===== config.mk =====
export PLATFORM = sky130hd
export DESIGN_NAME = univ_shift_reg
export DESIGN_NICKNAME = d
export VERILOG_FILES = /design/src/rtl/univ_shift_reg_pkg.sv /design/src/rtl/univ_shift_reg_step_mux.sv /design/src/rtl/univ_shift_reg.sv
export SDC_FILE = /design/constraint.sdc
export NUM_CORES = 1
export LEC_CHECK = 0
export ABC_AREA = 1
export BUFFER_PORTS_ARGS = -buffer_cell sky130_fd_sc_hd__buf_2
export CAP_MARGIN = 20
export CORE_UTILIZATION = 55
export DETAILED_ROUTE_END_ITERATION = 10
export GPL_ROUTABILITY_DRIVEN = 0
export PLACE_DENSITY = 0.86
export SETUP_SLACK_MARGIN = 0.3
export SYNTH_ARGS = -nofsm -noshare
export SYNTH_HDL_FRONTEND = slang
export SYNTH_SLANG_ARGS = --single-unit

===== constraint.sdc =====
create_clock -name clk -period 3.4 [get_ports clk]
set_clock_uncertainty 0.2 [all_clocks]
set_input_delay 0 -clock clk [delete_from_list [all_inputs] [get_ports clk]]
set_output_delay 0 -clock clk [all_outputs]
set_load 0.01 [all_outputs]

===== src/rtl/univ_shift_reg_pkg.sv =====
// Shared mode encoding and burst FSM states
// for the universal shift register.
package univ_shift_reg_pkg;

  localparam logic [2:0] MODE_HOLD = 3'b000;
  localparam logic [2:0] MODE_SHL  = 3'b001;
  localparam logic [2:0] MODE_SHR  = 3'b010;
  localparam logic [2:0] MODE_ROL  = 3'b011;
  localparam logic [2:0] MODE_ROR  = 3'b100;
  localparam logic [2:0] MODE_LOAD = 3'b101;
  localparam logic [2:0] MODE_CLR  = 3'b110;
  localparam logic [2:0] MODE_RSVD = 3'b111;

  typedef enum logic [1:0] {
    ST_IDLE = 2'd0,
    ST_RUN  = 2'd1,
    ST_DONE = 2'd2
  } state_t;

endpackage


===== src/rtl/univ_shift_reg_step_mux.sv =====
// One-step next-value function shared by the
// single-step and burst paths.
module usr_step_mux
  import univ_shift_reg_pkg::*;
#(
  parameter int WIDTH = 8
) (
  input  logic [WIDTH-1:0] q,
  input  logic [2:0]       mode,
  input  logic             sin_lsb,
  input  logic             sin_msb,
  input  logic [WIDTH-1:0] d,
  output logic [WIDTH-1:0] q_next
);

  always_comb begin
    q_next = q;
    unique case (mode)
      MODE_HOLD: q_next = q;
      MODE_SHL:  q_next = {q[WIDTH-2:0], sin_lsb};
      MODE_SHR:  q_next = {sin_msb, q[WIDTH-1:1]};
      MODE_ROL:  q_next = {q[WIDTH-2:0], q[WIDTH-1]};
      MODE_ROR:  q_next = {q[0], q[WIDTH-1:1]};
      MODE_LOAD: q_next = d;
      MODE_CLR:  q_next = '0;
      MODE_RSVD: q_next = q;
    endcase
  end

endmodule


===== src/rtl/univ_shift_reg.sv =====
// Universal shift register with single-step
// operation and a counted burst-shift engine.
module univ_shift_reg
  import univ_shift_reg_pkg::*;
#(
  parameter int WIDTH = 8,
  parameter int CNT_W = $clog2(WIDTH) + 1
) (
  input  logic             clk,
  input  logic             rst,
  input  logic             en,
  input  logic [2:0]       mode,
  input  logic             sin_lsb,
  input  logic             sin_msb,
  input  logic [WIDTH-1:0] d,
  input  logic             start,
  input  logic [CNT_W-1:0] cnt,
  output logic [WIDTH-1:0] q,
  output logic             sout_msb,
  output logic             sout_lsb,
  output logic             busy,
  output logic             done
);

  state_t           state_q, state_d;
  logic [WIDTH-1:0] q_q, q_d;
  logic [CNT_W-1:0] rem_q, rem_d;
  logic [2:0]       mode_r_q, mode_r_d;
  logic [2:0]       step_mode;
  logic [WIDTH-1:0] q_step;

  // The burst replays the latched mode; idle steps use the live one.
  assign step_mode = (state_q == ST_RUN) ? mode_r_q : mode;

  usr_step_mux #(
    .WIDTH (WIDTH)
  ) u_step (
    .q       (q_q),
    .mode    (step_mode),
    .sin_lsb (sin_lsb),
    .sin_msb (sin_msb),
    .d       (d),
    .q_next  (q_step)
  );

  always_comb begin
    state_d  = state_q;
    q_d      = q_q;
    rem_d    = rem_q;
    mode_r_d = mode_r_q;
    unique case (state_q)
      ST_IDLE: begin
        if (start) begin
          mode_r_d = mode;
          rem_d    = cnt;
          state_d  = (cnt != '0) ? ST_RUN : ST_DONE;
        end else if (en) begin
          q_d = q_step;
        end
      end
      ST_RUN: begin
        q_d   = q_step;
        rem_d = rem_q - CNT_W'(1);
        if (rem_q == CNT_W'(1)) begin
          state_d = ST_DONE;
        end
      end
      ST_DONE: begin
        state_d = ST_IDLE;
      end
      default: begin
        state_d = ST_IDLE;
      end
    endcase
  end

  always_ff @(posedge clk) begin
    if (rst) begin
      state_q  <= ST_IDLE;
      q_q      <= '0;
      rem_q    <= '0;
      mode_r_q <= MODE_HOLD;
    end else begin
      state_q  <= state_d;
      q_q      <= q_d;
      rem_q    <= rem_d;
      mode_r_q <= mode_r_d;
    end
  end

  assign q        = q_q;
  assign sout_msb = q_q[WIDTH-1];
  assign sout_lsb = q_q[0];
  assign busy     = (state_q == ST_RUN);
  assign done     = (state_q == ST_DONE);

endmodule


==> out/results.txt <==
Area inside the core boundary: 1960 um2
Global-route total usage across every layer: 29.5%
Largest vdd supply drop: 0.302 mV
Dpl cells: 237
Antenna diode instance count: 0
Mean instance size in the synthesized netlist: 6.28 um2
Transition time at the pin with the least slew margin: 0.412 ns
Number of sinks driven by the clock tree: 17
Delay contributed by the slowest stage of the critical path: 0.55 ns
Cell count after synthesis: 183
Layout cell share with drive strength beyond 1: 24.0%
Final count of hold timing violations: 0
Number of buffers created by CTS: 3
Number of distinct library cells after synthesis: 24
Number of maximum-capacitance violations: 0
Setup Total Neg Slack: 0 ns
Vert. Die Dim: 47.7 um
Antenna viol nets, final: 0
Net count after synthesis: 206
Port-buffer cells: 32
Arrival time reported for the critical path endpoint: 2.50 ns
Number of max-slew violations in the final report: 0
Pin count of the biggest net entering global routing: 17
Yosys warning count: 0
Cell area after synthesis: 1150 um2
Remaining Overflow, GRT: 0
Reg-to-reg startpoint: state_q[0]
Commonest cells after routing, fill and taps aside: nand2_1, buf_2, inv_1
Status: finished clean
Number of synthesized register bits: 17
# DRC: 0
Type of the worst setup path: flop to flop
Multi-input combinational cell area: 654 um2
Register area: 340 um2
Startpoint of the most critical setup path: state_q[0]
Hold path startpoint: en
Endpoint type of the worst setup path: flop
Post-DP HPWL: 1.95 mm
Vias in the first global route: 1118
Simple-Gate Fraction of Synth Area: 36.5%
Crit-path cells: inv_2 > nor2_4 > nand2_1 > nand2_1 > nand3_1 > nand2_2 > nand2_1 > nand3_1 > nand2_1 > a21oi_2 > dlygate4sd3_1
Antenna violations before repair: 0
Clock latency on the worst-skew pair: 0.29 ns
Final std cells w/o fill: 260
H-tree levels: 1
Area growth from synthesis to layout: 32.5%
Largest family of logic cells by synthesized area: simple AND/OR/NAND/NOR gates
Die area: 2280 um2
Vias: 1385
Number of violations reported at the end of detailed-routing iteration 0: 65
Most common cell after layout, fill and taps aside: nand2_1
Synthesized-area fraction occupied by adder cells: 2.18%
RSZ-0062 raised after global routing: no
Router iterations before antenna repair: 4
Worst hold path type: input port to flop
Leakage power figure: 0.792 nW
Crit-path most repeated cell: nand2_1
Share of the cycle needed by the critical path after routing: 72.3%
Placement Rows: 16
Fraction of synthesized cell area in xor and xnor cells: 0.763%
Fraction of synthesized area in multiplexers: 0%
Sequential area share after synthesis: 29.6%
Layout filler cell count: 171
Clock tree from TritonCTS: done
Total number of nets in the final design: 257
Critical-path cell with the highest stage delay: dlygate4sd3_1
Largest fanout on the critical path: 8
Fraction of the mapped netlist area in compound gates: 17.5%
Drt total wl: 3.21 mm
Power density over the cells: 410 nW/um2
Time the worst path needs with I/O delays and setup: 2.46 ns
Peak Freq: 407 MHz
Wire length per cell after detailed routing: 12.4 um
CTS clock-pin slew for the worst setup and hold paths: 0.11 ns
Final setup vio count: 0
First-pass GRT wire length: 4.69 mm
Buffer depth of the longest clock path: 2
Slew margin rel.: 72.5%
Initial cell density of the core: 58.5%
Via count normalized by instance count: 5.33
Kind of start point of the critical path: flop
Root Buffer: clkbuf_4
Boundary Pins: 33
Die width: 47.7 um
Req. time, crit path: 3.44 ns
==> critical path: cells and delay by family, from the launching register on <==
kind	cells	cell delay, ns
simple gates	8	0.95
flops	1	0.50
buf+inv	2	0.63
compound gates	1	0.13
==> layout make-up <==
type / count / area share (%)
clock buffer: 4 / 1.73
inverter: 31 / 7.65
multi-input combinational: 130 / 43.0
sequential: 17 / 22.4
tap: 27 / 2.22
timing repair buffer: 51 / 23.0
==> Yosys cell counts (all sizes together) <==
master | count | area, um2
or2 | 2 | 12.5
ha | 2 | 25.0
or4 | 1 | 7.51
nor2 | 17 | 71.3
o211ai | 2 | 15.0
nand2 | 58 | 250
clkbuf | 1 | 3.75
buf | 4 | 33.8
dfxtp | 17 | 340
o21ai | 4 | 20.0
a31oi | 2 | 12.5
inv | 31 | 116
xor2 | 1 | 8.76
a21oi | 27 | 154
nand3 | 12 | 65.1
nand4 | 2 | 12.5
==> sequential cells by signal, indices dropped and copies added (netlist names) <==
| name | count |
|---|---|
| mode_r_q | 3 |
| state_q | 2 |
| q | 8 |
| rem_q | 4 |
==> power breakdown <==
part	internal [mW]	switching, mW	total [mW]
logic	0.100	0.156	0.257
clock network	0.0455	0.0686	0.114
registers	0.226	0.0263	0.253
==> cell families after synthesis <==
family          count (synthesis)
fa+ha+maj                       2
buf+inv                        36
flops                          17
xor+xnor                        1
compound gates                 35
simple gates                   92
==> metrics by stage <==
stage | total power, mW | util [%] | worst slack, ns | hold WS, ns | cell area (um2)
after global routing | 0.664 | 77.6 | 0.835 | 0.151 | 1520
after CTS | 0.607 | 77.6 | 1.04 | 0.0955 | 1520
after detailed placement | 0.484 | 66.5 | 1.51 | 0.0310 | 1310
final | 0.623 | 77.6 | 0.943 | 0.139 | 1520
after global placement | 0.473 | 66.5 | 1.60 | 0.0297 | 1310
after floorplan | 0.429 | - | 1.71 | -0.138 | 1150
==> path summary, 6_finish.rpt <==
kind,slack [ns],to,depth (start not counted)
worst max-delay path,0.94,q[0],11
worst min-delay path,0.14,q[7],6
worst max register to register,0.94,q[0],11
worst min register to register,0.29,mode_r_q[2],2
==> metal layers <==
layer | GRT usage [%] | part of all wire (%) | routed length, um
met4 | 14.4 | 2.9 | 93
met1 | 35.7 | 41 | 1330
met2 | 49.5 | 50 | 1590
met5 | 0 | 0 | 0
met3 | 6.04 | 6.0 | 192
==> what timing repair did <==
item	4_1_cts	5_1_grt
hold buffers	19	0
endpoints found under the hold margin	17	0
buffers inserted	0	0
gates resized for setup	0	0
Power figures use the tool's default switching activity.
